File: src/rtl/decode_issue_buffer_pkg.sv
// Shared fetch/decode pipeline definitions: default datapath widths and the
// entry record that travels from fetch into the decode issue buffer.
package decode_issue_buffer_pkg;

   localparam int ADDR_WIDTH        = 32;
   localparam int INSTRUCTION_WIDTH = 32;

   typedef struct packed {
      logic [ADDR_WIDTH-1:0]        program_count;
      logic [INSTRUCTION_WIDTH-1:0] instruction_data;
      logic                         instruction_data_valid;
   } fetch_entry_t;

   // Pointer width for a power-of-two circular buffer.
   function automatic int ptr_width(input int depth);
      return (depth > 1) ? $clog2(depth) : 1;
   endfunction

endpackage

File: src/rtl/decode_issue_buffer_if.sv
// Fetch-side and decode-side done/stall handshake bundle of the issue buffer.
// master = pipeline neighbours (fetch + decode), slave = the buffer itself.
interface decode_issue_buffer_if #(
   parameter int ADDR_WIDTH        = decode_issue_buffer_pkg::ADDR_WIDTH,
   parameter int INSTRUCTION_WIDTH = decode_issue_buffer_pkg::INSTRUCTION_WIDTH
) ();

   logic                         prev_done;
   logic                         stall_prev;
   logic [ADDR_WIDTH-1:0]        program_count;
   logic [INSTRUCTION_WIDTH-1:0] instruction_data;
   logic                         instruction_data_valid;

   logic                         done_next;
   logic                         next_stall;
   logic [ADDR_WIDTH-1:0]        head_program_count;
   logic [INSTRUCTION_WIDTH-1:0] head_instruction_data;
   logic                         head_instruction_data_valid;

   modport master (
      output prev_done, program_count, instruction_data, instruction_data_valid, next_stall,
      input  stall_prev, done_next, head_program_count, head_instruction_data,
             head_instruction_data_valid
   );

   modport slave (
      input  prev_done, program_count, instruction_data, instruction_data_valid, next_stall,
      output stall_prev, done_next, head_program_count, head_instruction_data,
             head_instruction_data_valid
   );

endinterface

File: src/rtl/decode_issue_buffer_sat_counter.sv
// Saturating accumulator: adds a variable amount when enabled and sticks at
// all-ones instead of wrapping.
module decode_issue_buffer_sat_counter #(
   parameter int WIDTH     = 16,
   parameter int INC_WIDTH = 4
) (
   input  logic                 clk,
   input  logic                 rst_n,
   input  logic                 en,
   input  logic [INC_WIDTH-1:0] inc,
   output logic [WIDTH-1:0]     value
);

   localparam int SUM_WIDTH = ((WIDTH > INC_WIDTH) ? WIDTH : INC_WIDTH) + 1;

   logic [WIDTH-1:0]     value_q;
   logic [WIDTH-1:0]     value_d;
   logic [SUM_WIDTH-1:0] sum;

   always_comb begin
      sum     = SUM_WIDTH'(value_q) + SUM_WIDTH'(inc);
      value_d = value_q;
      if (en) begin
         value_d = (sum[SUM_WIDTH-1:WIDTH] != '0) ? '1 : sum[WIDTH-1:0];
      end
   end

   always_ff @(posedge clk or negedge rst_n) begin
      if (!rst_n) begin
         value_q <= '0;
      end else begin
         value_q <= value_d;
      end
   end

   assign value = value_q;

endmodule

File: src/rtl/decode_issue_buffer.sv
// In-order instruction queue between fetch and decode with optional empty-queue
// fall-through and a whole-queue flush on redirect.
module decode_issue_buffer #(
   parameter int ADDR_WIDTH         = decode_issue_buffer_pkg::ADDR_WIDTH,
   parameter int INSTRUCTION_WIDTH  = decode_issue_buffer_pkg::INSTRUCTION_WIDTH,
   parameter int DEPTH              = 4,
   parameter int FALLTHROUGH        = 0,
   parameter int STAT_WIDTH         = 16,
   localparam int COUNT_WIDTH       = $clog2(DEPTH + 1)
) (
   input  logic                   clk,
   input  logic                   rst_n,
   input  logic                   flush,
   decode_issue_buffer_if.slave   bus,
   output logic [COUNT_WIDTH-1:0] count,
   output logic [STAT_WIDTH-1:0]  flushed_entries
);

   import decode_issue_buffer_pkg::*;

   localparam int                     PTR_WIDTH  = ptr_width(DEPTH);
   localparam bit                     BYPASS_EN  = (FALLTHROUGH != 0);
   localparam logic [COUNT_WIDTH-1:0] FULL_COUNT = COUNT_WIDTH'(DEPTH);

   typedef struct packed {
      logic [ADDR_WIDTH-1:0]        program_count;
      logic [INSTRUCTION_WIDTH-1:0] instruction_data;
      logic                         instruction_data_valid;
   } entry_t;

   entry_t                 storage_q [DEPTH];
   logic [PTR_WIDTH-1:0]   rd_ptr_q, rd_ptr_d;
   logic [PTR_WIDTH-1:0]   wr_ptr_q, wr_ptr_d;
   logic [COUNT_WIDTH-1:0] count_q, count_d;

   logic   empty;
   logic   full;
   logic   done_next;
   logic   stall_prev;
   logic   transfer_prev;
   logic   transfer_next;
   logic   bypass;
   logic   push;
   logic   pop;
   entry_t in_entry;
   entry_t head_entry;
   logic [COUNT_WIDTH:0] flush_inc;

   assign in_entry = '{
      program_count:          bus.program_count,
      instruction_data:       bus.instruction_data,
      instruction_data_valid: bus.instruction_data_valid
   };

   // Handshake: rst_n gates both outputs so they drop the moment reset asserts,
   // even with a live fall-through offer on the input.
   always_comb begin
      empty         = (count_q == '0);
      full          = (count_q == FULL_COUNT);
      done_next     = rst_n && !flush && (!empty || (BYPASS_EN && bus.prev_done));
      transfer_next = done_next && !bus.next_stall;
      stall_prev    = rst_n && !flush && full && !transfer_next;
      transfer_prev = bus.prev_done && !stall_prev;
      bypass        = BYPASS_EN && empty && transfer_next;
      push          = transfer_prev && !bypass && !flush;
      pop           = transfer_next && !empty;
   end

   always_comb begin
      head_entry = '0;
      if (done_next) begin
         head_entry = empty ? in_entry : storage_q[rd_ptr_q];
      end
   end

   assign bus.done_next                   = done_next;
   assign bus.stall_prev                  = stall_prev;
   assign bus.head_program_count          = head_entry.program_count;
   assign bus.head_instruction_data       = head_entry.instruction_data;
   assign bus.head_instruction_data_valid = head_entry.instruction_data_valid;

   always_comb begin
      rd_ptr_d = rd_ptr_q;
      wr_ptr_d = wr_ptr_q;
      count_d  = count_q;
      if (flush) begin
         rd_ptr_d = '0;
         wr_ptr_d = '0;
         count_d  = '0;
      end else begin
         if (push) wr_ptr_d = wr_ptr_q + PTR_WIDTH'(1);
         if (pop)  rd_ptr_d = rd_ptr_q + PTR_WIDTH'(1);
         case ({push, pop})
            2'b10:   count_d = count_q + COUNT_WIDTH'(1);
            2'b01:   count_d = count_q - COUNT_WIDTH'(1);
            default: count_d = count_q;
         endcase
      end
   end

   always_ff @(posedge clk or negedge rst_n) begin
      if (!rst_n) begin
         rd_ptr_q <= '0;
         wr_ptr_q <= '0;
         count_q  <= '0;
      end else begin
         rd_ptr_q <= rd_ptr_d;
         wr_ptr_q <= wr_ptr_d;
         count_q  <= count_d;
      end
   end

   // Entry slots carry no reset; only the slot under wr_ptr is written.
   for (genvar gi = 0; gi < DEPTH; gi++) begin : g_slot
      always_ff @(posedge clk) begin
         if (push && (wr_ptr_q == PTR_WIDTH'(gi))) begin
            storage_q[gi] <= in_entry;
         end
      end
   end

   // The offered entry is accepted and dropped during a flush, so it counts too.
   assign flush_inc = {1'b0, count_q} + {{COUNT_WIDTH{1'b0}}, transfer_prev};

   decode_issue_buffer_sat_counter #(
      .WIDTH     (STAT_WIDTH),
      .INC_WIDTH (COUNT_WIDTH + 1)
   ) u_flush_stat (
      .clk   (clk),
      .rst_n (rst_n),
      .en    (flush),
      .inc   (flush_inc),
      .value (flushed_entries)
   );

   assign count = count_q;

endmodule
File: src/flat_wrapper.sv
// flat-port wrapper written by rule: the top's interface ports become plain ports
module decode_issue_buffer_flat import decode_issue_buffer_pkg::*;
#(
   parameter int ADDR_WIDTH         = decode_issue_buffer_pkg::ADDR_WIDTH,
   parameter int INSTRUCTION_WIDTH  = decode_issue_buffer_pkg::INSTRUCTION_WIDTH,
   parameter int DEPTH              = 4,
   parameter int FALLTHROUGH        = 0,
   parameter int STAT_WIDTH         = 16,
   localparam int COUNT_WIDTH       = $clog2(DEPTH + 1)
)
  (clk, rst_n, flush, count, flushed_entries, bus_prev_done, bus_program_count, bus_instruction_data, bus_instruction_data_valid, bus_next_stall, bus_stall_prev, bus_done_next, bus_head_program_count, bus_head_instruction_data, bus_head_instruction_data_valid);
  decode_issue_buffer_if #(.ADDR_WIDTH(ADDR_WIDTH), .INSTRUCTION_WIDTH(INSTRUCTION_WIDTH)) bus_i ();
  input  logic clk;
  input  logic rst_n;
  input  logic flush;
  output logic [COUNT_WIDTH-1:0] count;
  output logic [STAT_WIDTH-1:0] flushed_entries;
  input wire logic [$bits(bus_i.prev_done)-1:0] bus_prev_done;
  input wire logic [$bits(bus_i.program_count)-1:0] bus_program_count;
  input wire logic [$bits(bus_i.instruction_data)-1:0] bus_instruction_data;
  input wire logic [$bits(bus_i.instruction_data_valid)-1:0] bus_instruction_data_valid;
  input wire logic [$bits(bus_i.next_stall)-1:0] bus_next_stall;
  output wire logic [$bits(bus_i.stall_prev)-1:0] bus_stall_prev;
  output wire logic [$bits(bus_i.done_next)-1:0] bus_done_next;
  output wire logic [$bits(bus_i.head_program_count)-1:0] bus_head_program_count;
  output wire logic [$bits(bus_i.head_instruction_data)-1:0] bus_head_instruction_data;
  output wire logic [$bits(bus_i.head_instruction_data_valid)-1:0] bus_head_instruction_data_valid;
  assign bus_i.prev_done = bus_prev_done;
  assign bus_i.program_count = bus_program_count;
  assign bus_i.instruction_data = bus_instruction_data;
  assign bus_i.instruction_data_valid = bus_instruction_data_valid;
  assign bus_i.next_stall = bus_next_stall;
  assign bus_stall_prev = bus_i.stall_prev;
  assign bus_done_next = bus_i.done_next;
  assign bus_head_program_count = bus_i.head_program_count;
  assign bus_head_instruction_data = bus_i.head_instruction_data;
  assign bus_head_instruction_data_valid = bus_i.head_instruction_data_valid;
  decode_issue_buffer #(.ADDR_WIDTH(ADDR_WIDTH), .INSTRUCTION_WIDTH(INSTRUCTION_WIDTH), .DEPTH(DEPTH), .FALLTHROUGH(FALLTHROUGH), .STAT_WIDTH(STAT_WIDTH)) u_core (.clk(clk), .rst_n(rst_n), .flush(flush), .bus(bus_i), .count(count), .flushed_entries(flushed_entries));
endmodule
File: config.mk
export PLATFORM = sky130hd
export DESIGN_NAME = decode_issue_buffer_flat
export DESIGN_NICKNAME = d
export VERILOG_FILES = /design/src/rtl/decode_issue_buffer_pkg.sv /design/src/rtl/decode_issue_buffer_if.sv /design/src/rtl/decode_issue_buffer_sat_counter.sv /design/src/rtl/decode_issue_buffer.sv /design/src/flat_wrapper.sv
export SDC_FILE = /design/constraint.sdc
export NUM_CORES = 1
export LEC_CHECK = 0
export CAP_MARGIN = 10
export CORE_ASPECT_RATIO = 2
export CORE_MARGIN = 5
export CORE_UTILIZATION = 45
export DETAILED_ROUTE_END_ITERATION = 12
export PLACE_DENSITY = 0.68
export SKIP_LAST_GASP = 1
export SLEW_MARGIN = 20
export SYNTH_ARGS = -nofsm -noshare
export SYNTH_HDL_FRONTEND = slang
export SYNTH_SLANG_ARGS = --single-unit
export TNS_END_PERCENT = 1
File: constraint.sdc
create_clock -name clk -period 3.1 [get_ports clk]
set_input_delay 0.775 -clock clk [delete_from_list [all_inputs] [get_ports clk]]
set_output_delay 0.775 -clock clk [all_outputs]
set_load 0.02 [all_outputs]
**Yosys cells after proc, flatten, opt, wreduce, memory -nomap -nowiden**

Memory sizes are Yosys's and may differ from the RTL's.
Cells that the tools add are included.

- Add/sub/neg operators: 6
- Equality and inequality tests: 6
- Muxes and demuxes: 26
- Reductions and logical operators: 25

Operators with widths:

| cell | number |
|---|---|
| 65-bit two-way mux | 5 |
| 65-bit OR reduction | 3 |
| 16-bit by 4-bit adder with 17-bit output | 1 |
| 16-bit two-way mux | 1 |
| 2-bit two-way mux | 7 |
| 1-bit logical AND | 12 |
| 1-bit two-way mux | 11 |
| 2-bit equality test, second input constant | 3 |
| 3-bit one-hot mux with 2 select lines | 1 |
| 1-bit zero test | 5 |
| 2-bit by 1-bit adder with 2-bit output, second input constant | 2 |
| 3-bit by 1-bit adder with 4-bit output | 1 |
| 2-bit by 1-bit equality test with 1-bit output, second input constant | 2 |
| 2-bit nonzero test | 2 |
| 3-bit by 1-bit adder with 3-bit output, second input constant | 1 |
| 3-bit equality test, second input constant | 1 |
| 3-bit zero test | 1 |
| 3-bit two-way mux | 1 |
| 3-bit nonzero test | 1 |
| 3-bit by 1-bit subtractor with 3-bit output, second input constant | 1 |
| 2-bit zero test | 1 |

- Bits in registers: 23
- RAM bits: 260
- Input bits: 70
- Word-level logic and storage cells: 68
- Memories kept: 1

Memory list:

| name | depth | width | read ports | clocked after Yosys merged registers in | write ports | RTL line | source |
|---|---|---|---|---|---|---|---|
| u_core.storage_q | 4 | 65 | 1 | 0 | 1 | decode_issue_buffer.sv:31 | `entry_t storage_q [DEPTH];` |

**Longest topological paths before layout**

Gate-level depths: netlist (run 1).

- Word-level depth: 16
- Depth in mapped cells: 10

**Modules after synthesis**

Synthesis (run 1) repeated with hierarchy kept, for this count alone.

- Cells, all modules: 590
- Area total of the unflattened synthesis: 11501.0 µm²

Modules (own cells, without submodules):

| module | instances | cells an instance | area an instance (µm²) | sequential area each (µm²) |
|---|---|---|---|---|
| decode_issue_buffer | 1 | 493 | 10517.6 | 7982.7 |
| decode_issue_buffer_sat_counter | 1 | 97 | 983.4 | 400.4 |

**Least setup slack after synthesis (run 1)**

Ideal clock, no wire load.

- Kind: input to register
- From: input port flush
- To: memory u_core.storage_q[2][0] in the netlist's numbering (enable)
- Library setup time: 0.430 ns
- Arrival: 2.885 ns
- Slack: -0.215 ns
- Cell stages on the path: 4
- Buffers on the path: 1
- Path through: clkbuf_1 > nand2b_1 > a41oi_1 > and2_1

- Cells in the longest elaborated chain, start to end: 16
- Elaborated cells between the ends (all ways): 31
- Classes of those cells: mux (14); reduce/logical (17)

Ends and longest elaborated chain:

| item | RTL line | source |
|---|---|---|
| start, declared | flat_wrapper.sv:15 | `input logic flush;` |
| 1-bit zero test * | decode_issue_buffer.sv:60, decode_issue_buffer.sv:62, decode_issue_buffer.sv:65 |  |
| 1-bit logical AND | decode_issue_buffer.sv:60, decode_issue_buffer.sv:62 |  |
| 1-bit logical AND | decode_issue_buffer.sv:60 | `done_next = rst_n && !flush && (!empty \|\| (BYPASS_EN && bus.prev_done));` |
| 1-bit logical AND | decode_issue_buffer.sv:61 | `transfer_next = done_next && !bus.next_stall;` |
| 1-bit zero test | decode_issue_buffer.sv:62 | `stall_prev = rst_n && !flush && full && !transfer_next;` |
| 1-bit logical AND | decode_issue_buffer.sv:62 |  |
| 1-bit zero test | decode_issue_buffer.sv:63 | `transfer_prev = bus.prev_done && !stall_prev;` |
| 1-bit logical AND | decode_issue_buffer.sv:63 |  |
| 1-bit logical AND * | decode_issue_buffer.sv:65 | `push = transfer_prev && !bypass && !flush;` |
| 1-bit logical AND | decode_issue_buffer.sv:116 | `if (push && (wr_ptr_q == PTR_WIDTH'(gi))) begin` |
| 1-bit two-way mux | decode_issue_buffer.sv:116 |  |
| 1-bit two-way mux (implied by the code) | decode_issue_buffer.sv:117 | `storage_q[gi] <= in_entry;` |
| 65-bit OR reduction (no source line) | -- |  |
| 2-bit two-way mux (no source line) or 1-bit two-way mux (tied branches) (3 in a row) | -- |  |
| end, declared | decode_issue_buffer.sv:31 |  |

Every way passes the cells marked *; elsewhere a longest branch is shown, timed or not.

**Worst setup path after layout (run 1)**

- From: input port rst_n
- To: output port bus_head_instruction_data[15]

- Cells in the longest elaborated chain, start to end: 3

Ends and longest elaborated chain:

| item | RTL line | source |
|---|---|---|
| start, declared | flat_wrapper.sv:14 | `input logic rst_n;` |
| 1-bit logical AND (2 in a row) | decode_issue_buffer.sv:60 |  |
| 65-bit two-way mux | decode_issue_buffer.sv:71 | `if (done_next) begin` |
| end, declared | flat_wrapper.sv:26 | `output wire logic [$bits(bus_i.head_instruction_data)-1:0] bus_head_instruction_data;` |

No other way between the ends.

==> metrics.md, run 1 <==
| Metric | Value |
|---|---|
| Final Skew | 12.5 ps |
| Initial DRC count | 379 |
| Pint | 0.00663 W |
| HPWL Detailed | 16600 um |
| CP cell instances | clkdlybuf4s50_1 > nor2b_4 > buf_6 > and3_1 > clkdlybuf4s50_1 |
| Combinational share of power | 0.130 |
| Final hold slack | 576 ps |
| M3 GR Usage | 0.0294 |
| Fin crit period | 3330 ps |
| GRT overflow | 0 |
| Die Ht | 234 um |
| Initial antenna violation count | 2 |
| Worst path slowest cell | clkdlybuf4s50_1 |
| Root buffer selected by CTS | clkbuf_16 |
| RSZ-0062 raised after global routing | true |
| Sequential fraction of design power | 0.514 |
| Critical R2R Launch | u_core.count[2] |
| Dominant synthesized flop cell | edfxtp_1 |
| FMAX | 300 MHz |
| Vias | 6151 |
| Crit path launch | rst_n |
| Mux cell area share after synthesis | 0.133 |
| Slew headroom | 0.720 |
| Initial Utilization | 0.454 |
| Clock slew seen by the registers of the worst setup and hold paths | 70 ps |
| I/O Buffers | 155 |
| Crit. End Element | primary output |
| Worst slew pin tran | 415 ps |
| Worst setup margin | -229 ps |
| Met1 usage | 0.196 |
| Non-Filler Instances | 1129 |
| CTS buffer count | 24 |
| Register area share after synthesis | 0.741 |
| Max-slew violations | 0 |
| Max VDD drop | 475 uV |
| Placed cells | 1075 |
| Num rows | 82 |
| Failing checks | setup timing |
| Reg2Reg Depth | 9 |
| Flop and latch count out of synthesis | 283 |
| Die area | 0.0286 mm2 |
| Wire length per cell | 22.2 um |
| H-tree level count | 1 |
| DRT antenna net count | 0 |
| Met2 Use GR | 0.338 |
| Nets | 852 |
| Total Wirelength | 25000 um |
| Final hold vios | 0 |
| Cell mode on critical path | clkdlybuf4s50_1 |
| DR pass1 iterations | 4 |
| Routability congestion estimate | 0.782 |
| CTS tree | built |
| Critical-path maximum fanout | 29 |
| Hold Buf Count CTS | 0 |
| Proportion of layout cells with a drive suffix above 1 | 0.211 |
| Total GRT Usage | 0.177 |
| Mapped cell area | 0.0113 mm2 |
| Status | complete, but fails checks |
| DRC | 0 |
| Worst path arrival time | 2550 ps |
| Via density per instance | 5.45 |
| Max-cap violations | 0 |
| CTS Sinks | 283 |
| Synth cell types | 49 |
| Main combinational cell family by area after synthesis | multiplexers |
| HP Class | flip-flop to flip-flop |
| Max Buffers Root-to-Sink | 3 |
| Post-synth EDFFs | 260 |
| Vias in the first global route | 6815 |
| Post-Synth Adder-Cell Area | 0.0119 |
| Compound-Gate Fraction of Synth Area | 0.0200 |
| Yosys warning count | 0 |
| Synth Net Count | 659 |
| Switch Pwr | 0.00198 W |
| Largest stage delay, worst path | 610 ps |
| Cells after Synth | 580 |
| Area Overhead vs Synth | 28.6% |
| HP Start | u_core.u_flush_stat.value[0] |
| GR peak layer | met2 |
| Switching Fraction | 0.230 |
| Post-synthesis simple-gate area fraction | 0.0705 |
| Worst slack at placement | -361 ps |
| Pwr Total | 0.00861 W |
| Fin crit share | 1.07 |
| Clk_lat worst skew | 520 ps |
| Clock power frac | 0.356 |
| CP required | 2320 ps |
| P per Cell Area | 591 mW/mm2 |
| Die width | 122 um |
| Final setup viols | 48 |
| Leakage | 5.20 nW |
| Asr flop ratio synth | 0.0813 |
| Hold depth | 2 |
| Post-Synth XOR/XNOR Area | 0.00696 |
| Crit Path Class | primary input to primary output |
| Largest net degree at the start of global routing | 30 |
| Mapped Avg Cell Area | 19.5 um2 |
| Crit start category | primary input |
| First-pass GRT wire length | 38600 um |
| Io pins | 156 |
| Core area | 0.0249 mm2 |
## area by class of cell
class,count,area [um2]
diodes,2,5.00
clock buffers,31,658
clock inverters,13,143
fillers,1873,10400
inverters,7,26.3
multi-input cells,254,2760
flip-flops and latches,283,8390
well taps,336,420
repair buffers,203,2150
## critical path, delay by kind of cell
family / cells / cell delay, ps
buf+inv: 3 / 1360
simple gates: 2 / 410
## cell usage after synthesis, drive strengths merged, types with 2 or more instances
cell type    n  area (um2)
a21oi        3        15.0
a31oi        3        18.8
a41oi        2        17.5
and2         6        37.5
and3        68         425
buf         12        73.8
clkbuf      24        90.1
dfrtp       23         576
edfxtp     260        7810
fa           3        60.1
ha           6        75.1
inv          7        26.3
mux2         2        22.5
mux2i        2        20.0
mux4        65        1460
nand2       11        41.3
nand2b       6        37.5
nand3       10        65.1
nor2        16        60.1
nor2b        3        18.8
o2111ai      2        17.5
o21ai       10        53.8
o31a         2        17.5
o31ai        2        15.0
or3          7        48.8
or4          2        15.0
xnor2        3        26.3
xor2         6        52.6
## final timing paths
kind	endpoint	slack (ps)
hold reg to reg	u_core.u_flush_stat.value[0]	580
hold / removal	u_core.u_flush_stat.value[0]	580
setup reg to reg	u_core.u_flush_stat.value[14]	500
setup / recovery	bus_head_instruction_data[15]	-230
min in group asynchronous	u_core.count[1]	600
max in group asynchronous	u_core.rd_ptr_q[1]	2090
## cell usage in the layout, fill, tap and decap left out, types with 3 or more instances in the layout
cell	synthesis	routed
or3_1	6	5
dlygate4sd2_1	0	29
a21oi_1	3	3
clkdlybuf4s50_1	0	110
a31oi_1	3	3
and2_4	0	4
buf_4	1	29
inv_1	7	7
and3_1	68	68
mux4_2	65	65
ha_1	6	6
edfxtp_1	260	260
clkinv_2	0	4
clkbuf_1	24	5
nand2_1	11	11
o21ai_1	3	3
nand2b_1	6	6
nand3_1	7	7
fa_1	3	3
nor2_1	16	16
o21ai_0	6	6
buf_12	0	16
clkbuf_16	0	25
clkdlybuf4s15_1	0	12
xnor2_1	3	3
nand3_2	3	3
xor2_1	6	6
clkinv_1	0	3
dfrtp_1	23	21
bufinv_16	0	3
## flip-flops by register name, summed over array words and instances, names as in the netlist
name                       cells
u_core.storage_q             260
u_core.u_flush_stat.value     16
u_core.count                   3
u_core.rd_ptr_q                2
u_core.wr_ptr_q                2
## metal layers
| metal | vias up | routed length, um | share of wire |
|---|---|---|---|
| li1 | 2741 | - | - |
| met4 | 0 | 721 | 0.029 |
| met3 | 43 | 1180 | 0.047 |
| met5 | - | 0 | 0 |
| met2 | 173 | 14200 | 0.57 |
| met1 | 3194 | 8940 | 0.36 |
## cells by family after synthesis
kind of cell / Yosys count
flops: 283
simple gates: 136
mux: 69
buf+inv: 43
compound gates: 31
xor+xnor: 9
fa+ha+maj: 9
## what timing repair did
| item | CTS | global route |
|---|---|---|
| setup buffers | 6 | 0 |
| resized for setup | 64 | 1 |
| setup endpoints to repair | 66 | 67 |
| hold endpoints to repair | 0 | 0 |
| gates cloned | 2 | 0 |
## stage by stage
step,TNS [ps],util,area [um2]
global placement,-19180,0.548,13700
global route,-13560,0.584,14600
detailed placement,-19160,0.548,13700
floorplan,-41920,-,11300
CTS,-10700,0.584,14600
finish,-8550,0.584,14600
## power by group through the flow
stage	logic [W]	registers, W	clock network, W
6_report	0.00112	0.00442	0.00306
5_1_grt	0.00121	0.00443	0.00329
4_1_cts	0.00114	0.00442	0.00314
3_5_place_dp	0.00112	0.00451	0
3_3_place_gp	0.00109	0.00449	0
2_1_floorplan	0.000528	0.00454	0
(Power assumes the default switching activity.)
==> inputs of run 2 (changes only) <==
--- a/config.mk
+++ b/config.mk
@@ -8,9 +8,9 @@
 export CAP_MARGIN = 10
 export CORE_ASPECT_RATIO = 2
 export CORE_MARGIN = 5
-export CORE_UTILIZATION = 45
+export CORE_UTILIZATION = 55
 export DETAILED_ROUTE_END_ITERATION = 12
-export PLACE_DENSITY = 0.68
+export PLACE_DENSITY = 0.8
 export SKIP_LAST_GASP = 1
 export SLEW_MARGIN = 20
 export SYNTH_ARGS = -nofsm -noshare
==> run 2 against run 1 <==
Net effect: the flow still finishes with violations (setup timing); clock skew is 2.1 ps lower; clock power down 7.2%; fmax is 1.4% lower; register-to-register slack got worse by 20 ps; final cell count down 7.4%; global-route usage is 3.1 points higher; setup slack got worse by 47 ps; critical endpoint is now bus_done_next; largest power group unchanged.
==> metrics.md, run 2 (synthesis results as in run 1) <==
| Metric | Value |
|---|---|
| Biggest register | u_core.storage_q (unchanged) |
| First-pass GRT wire length | 38200 um (was 38600 um) |
| Max Buffers Root-to-Sink | 3 (unchanged) |
| Critical-path maximum fanout | 44 (was 29) |
| Failing checks | setup timing (unchanged) |
| Status | complete, but fails checks (unchanged) |
| Max-slew violations | 0 (unchanged) |
| CP cell instances | clkdlybuf4s50_1 > nor2b_4 > buf_12 > and2_1 > clkdlybuf4s50_1 (was clkdlybuf4s50_1 > nor2b_4 > buf_6 > and3_1 > clkdlybuf4s50_1) |
| Total Wirelength | 24600 um (was 25000 um) |
| Final Skew | 10.4 ps (was 12.5 ps) |
| Worst slack at placement | -273 ps (was -361 ps) |
| Nets | 842 (was 852) |
| Vias | 6166 (was 6151) |
| Initial DRC count | 535 (was 379) |
| RSZ-0062 raised after global routing | true (unchanged) |
| DR pass1 iterations | 5 (was 4) |
| Worst setup margin | -276 ps (was -229 ps) |
| Die width | 111 um (was 122 um) |
| HPWL Detailed | 15700 um (was 16600 um) |
| GRT overflow | 0 (unchanged) |
| Fin crit period | 3380 ps (was 3330 ps) |
| Clock slew seen by the registers of the worst setup and hold paths | 70 ps (about the same) |
| Register-to-register setup slack | 480 ps (was 500 ps) |
| H-tree level count | 1 (unchanged) |
| Total GRT Usage | 0.208 (was 0.177) |
| CP required | 2320 ps (about the same) |
| Final hold vios | 0 (unchanged) |
| CTS buffer count | 23 (was 24) |
| Reg-to-Reg End | u_core.u_flush_stat.value[1] (was u_core.u_flush_stat.value[14]) |
| Cell mode on critical path | clkdlybuf4s50_1 (unchanged) |
| Commonest cells after routing, fill and taps aside | edfxtp_1 (260), clkdlybuf4s50_1 (129), and3_1 (68) (was edfxtp_1 (260), clkdlybuf4s50_1 (110), and3_1 (68)) |
| Max VDD drop | 520 uV (was 475 uV) |
| Initial antenna violation count | 5 (was 2) |
| Num rows | 74 (was 82) |
| Worst path buffer plus inverter count | 3 (unchanged) |
| Worst path arrival time | 2600 ps (was 2550 ps) |
| Cell family with most CP delay | buffers and inverters (unchanged) |
| Wire length per cell | 23.5 um (was 22.2 um) |
| Largest stage delay, worst path | 620 ps (was 610 ps) |
| HP Class | flip-flop to flip-flop (unchanged) |
| FMAX | 296 MHz (was 300 MHz) |
| Leakage | 5.08 nW (was 5.20 nW) |
| Final setup viols | 66 (was 48) |
| Fin crit share | 1.09 (was 1.07) |
| Worst slew pin tran | 415 ps (about the same) |
| P per Cell Area | 586 mW/mm2 (was 591 mW/mm2) |
| Crit start category | primary input (unchanged) |
| Largest net degree at the start of global routing | 45 (was 30) |
| CTS Sinks | 283 (unchanged) |
| Routability congestion estimate | 0.850 (was 0.782) |
| I/O Buffers | 155 (unchanged) |
| Via density per instance | 5.89 (was 5.45) |
| DRC | 0 (unchanged) |
| Worst path slowest cell | clkdlybuf4s50_1 (unchanged) |
| Io pins | 156 (unchanged) |
| Hold Path Sink | u_core.u_flush_stat.value[0] (unchanged) |
| Die Ht | 213 um (was 234 um) |
| Area Overhead vs Synth | 26.2% (was 28.6%) |
| Non-Filler Instances | 1046 (was 1129) |
| Core area | 0.0204 mm2 (was 0.0249 mm2) |
| Final TNS setup | -12400 ps (was -8550 ps) |
| CTS tree | built (unchanged) |
| Proportion of layout cells with a drive suffix above 1 | 0.194 (was 0.211) |
| Placed cells | 1001 (was 1075) |
| Vias in the first global route | 6791 (was 6815) |
| HP Start | u_core.u_flush_stat.value[0] (unchanged) |
| DRT antenna net count | 0 (unchanged) |
| Leading cell type in the layout, fill and taps excluded | edfxtp_1 (unchanged) |
| Hold depth | 2 (unchanged) |
| Crit Path Class | primary input to primary output (unchanged) |
| Clk_lat worst skew | 510 ps (was 520 ps) |
| Slew headroom | 0.723 (was 0.720) |
| Critical R2R Launch | u_core.count[2] (unchanged) |
| Crit. End Element | primary output (unchanged) |
| Reg2Reg Depth | 10 (was 9) |
| Die area | 0.0237 mm2 (was 0.0286 mm2) |
| Max FFs per register | 260 (unchanged) |
| Root buffer selected by CTS | clkbuf_16 (unchanged) |
| Initial Utilization | 0.556 (was 0.454) |
| Max-cap violations | 0 (unchanged) |
## run 2: layer usage
layer,track usage,vias to the layer above,share of wire
met5,0,-,0
met4,0.0941,0,0.035
met2,0.383,221,0.56
met1,0.239,3180,0.36
met3,0.0323,46,0.050
li1,-,2719,-
## run 2: report_power, final
| group | total, W | switching, W | internal, W |
|---|---|---|---|
| clock | 0.00284 | 0.00124 | 0.00160 |
| sequential | 0.00442 | 0.0000970 | 0.00432 |
| combinational | 0.00112 | 0.000576 | 0.000547 |
## run 2: how the worst max path moves through the flow
stage | start | to | depth (start not counted)
2_1_floorplan | flush | u_core.storage_q[3][0] | 4
3_3_place_gp | rst_n | bus_head_instruction_data[17] | 5
3_5_place_dp | rst_n | bus_head_program_count[31] | 5
4_1_cts | u_core.rd_ptr_q[0] | bus_head_program_count[17] | 4
5_1_grt | rst_n | bus_done_next | 5
6_report | rst_n | bus_done_next | 5
## run 2: area by class of cell
type	instances	area [um2]
antenna	5	12.5
clock buffer	25	583
multi-input combinational	254	2760
clock inverter	12	130
tap	266	333
inverter	7	26.3
fill	1298	6080
sequential	283	8390
timing repair buffer	194	2050
## run 2: repair_timing
action,CTS,global route
resized for setup,26,1
endpoints found under the setup margin,67,67
pin swaps,0,0
hold buffers,0,0
buffers inserted,1,0
gates cloned,2,0
## run 2: through the flow
stage	total power [W]	hold WS (ps)	area, um2	util
4_1_cts	0.00845	571	14300	0.701
3_3_place_gp	0.00556	547	13500	0.663
5_1_grt	0.00868	615	14300	0.701
2_1_floorplan	0.00506	479	11300	-
3_5_place_dp	0.00561	562	13500	0.663
6_report	0.00838	581	14300	0.701
## run 2: worst register-to-register path, delay by kind of cell, from the launching register on
| family | cells | cell delay [ps] |
|---|---|---|
| DFF | 1 | 380 |
| buffers and inverters | 2 | 310 |
| AOI/OAI and AO/OA | 2 | 290 |
| and+or+nand+nor | 4 | 720 |
| adders and majority gates | 2 | 830 |
==> variant: new RTL, settings of run 1 <==
Put a register stage on the output `bus.head_program_count`, without a reset. The value now appears one clock later.
--- a/src/rtl/decode_issue_buffer.sv
+++ b/src/rtl/decode_issue_buffer.sv
@@ -76,5 +76,7 @@
    assign bus.done_next                   = done_next;
    assign bus.stall_prev                  = stall_prev;
-   assign bus.head_program_count          = head_entry.program_count;
+   always_ff @(posedge clk) begin
+      bus.head_program_count <= head_entry.program_count;
+   end
    assign bus.head_instruction_data       = head_entry.instruction_data;
    assign bus.head_instruction_data_valid = head_entry.instruction_data_valid;
Function: changed (a bounded check fails within 4 cycles, from zero or initial values and one cycle with rst_n low).
==> variant against run 1 <==
The run still ends with negative setup slack left. Total power rose by 6.2%. Core utilization shrank 0.98 points. Sequential cell count increased by 32. Design area is 3.2% higher. Clock skew grew 0.0052 ns. Non-clock buffer count is 10 lower. Global-route usage shrank 1.2 points. Synthesized cell count is 1.9% higher. Setup slack about the same. Routed wire length down 3.6%. Synthesized area is 4.5% higher. Sequential power grew 9.7%. Largest cell class unchanged. Highest routed layer unchanged.
==> variant: results (changes against run 1) <==
Worst VDD drop 0.399 mV (-16%); Setup TNS -2.16 ns (+6.39 ns); initial antenna violation count 1 (-1); global-route wire length before repair 38.4 mm (-0.32%); Synthesized Nets 670 (+1.7%); clk_skew 0.0177 ns (+0.00517 ns); switching share of power 22.0% (-1.0 points); leading cell types by total area after synthesis sky130_fd_sc_hd__edfxtp_1, sky130_fd_sc_hd__mux4_2, sky130_fd_sc_hd__dfxtp_1; diode insertion count for antenna repair 0 (-2); Comb. pwr 0.000975 W (-13%); post-route insts no fill 1153 (+2.1%); compound-cell area share of the yosys netlist 1.54% (-0.46 points); crit path setup slack, layout -0.228 ns (+0.000244 ns); violations in the final reports negative setup slack; run status finished, violations left; most instantiated cells after synthesis sky130_fd_sc_hd__edfxtp_1, sky130_fd_sc_hd__nor2b_1, sky130_fd_sc_hd__mux4_2, sky130_fd_sc_hd__dfxtp_1, sky130_fd_sc_hd__dfrtp_1; critical path fanouts, max 17 (-41%); detail-routed net length per standard cell 20.9 µm (-5.6%); post-detailed-placement half-perimeter wirelength 15.7 mm (-5.4%); portion of netlist area occupied by mux cells 12.9% (-0.38 points); pin count of the biggest net entering global routing 55 (+83%); Placed Instances 1100 (+2.3%); share of flip-flops with an asynchronous set or reset after synthesis 7.30% (-0.83 points); reported leakage power 5.07 nW (-2.6%); final count of negative-setup-slack endpoints 17 (-65%); fraction of synthesized cell area in xor and xnor cells 0.667% (-0.030 points); placer congestion estimate 0.853 (+9.1%); count of routing violations after the opening detailed-route iteration 362 (-4.5%); post-placement worst setup slack -0.582 ns (-0.221 ns); slew at the pin closest to its max-slew limit 0.419 ns (+0.00357 ns); share of cells above drive strength 1 20.0% (-1.1 points); sequential fraction of the synthesis area 76.3% (+2.3 points); Hold Slack 0.549 ns (-0.0268 ns); count of vias placed by the detailed router 5951 (-3.3%); via count of the first global-routing pass 6722 (-1.4%)
variant: cell count changes after synthesis, moves of 4 or more:
cell,change
sky130_fd_sc_hd__and3_1,-67
sky130_fd_sc_hd__nor2b_1,+65
sky130_fd_sc_hd__dfxtp_1,+32
sky130_fd_sc_hd__clkbuf_1,-7
sky130_fd_sc_hd__nand2_1,+6
sky130_fd_sc_hd__nor2_1,-6
sky130_fd_sc_hd__inv_1,+5
sky130_fd_sc_hd__mux2_2,+4
variant: repair_timing:
item	CTS	global route
gates cloned	1	0
setup buffers	3	0
endpoints found under the setup margin	40	44
resized for setup	24	1
endpoints found under the hold margin	0	0
pin swaps	0	0
variant: routing by layer:
metal	wire length, µm	up-vias	track usage, %
li1	-	2704	-
met4	645	0	5.49
met2	13900	155	32.3
met5	0	-	0
met1	8470	3055	17.9
met3	1120	37	3.08
variant: path summary, 6_finish.rpt:
path	cells past startpoint	endpoint	start
worst max-delay path	6	bus_head_instruction_data[2]	rst_n
worst min-delay path	2	u_core.u_flush_stat.value[0]	u_core.u_flush_stat.value[0]
worst max register to register	8	u_core.u_flush_stat.value[3]	u_core.count[1]
worst min register to register	2	u_core.u_flush_stat.value[0]	u_core.u_flush_stat.value[0]
max in group asynchronous	2	u_core.rd_ptr_q[1]	rst_n
min in group asynchronous	2	u_core.count[0]	rst_n
variant: area by class of cell:
type / instances / area (µm²)
flip-flops and latches: 315 / 9030
repair buffers: 193 / 1960
clock inverters: 12 / 116
clock buffers: 37 / 764
multi-input cells: 240 / 2680
fillers: 1960 / 11100
inverters: 12 / 45.0
well taps: 344 / 430
variant: critical path: cells and delay by family:
kind	cells	cell delay (ns)
buf+inv	3	1.33
simple gates	3	0.44
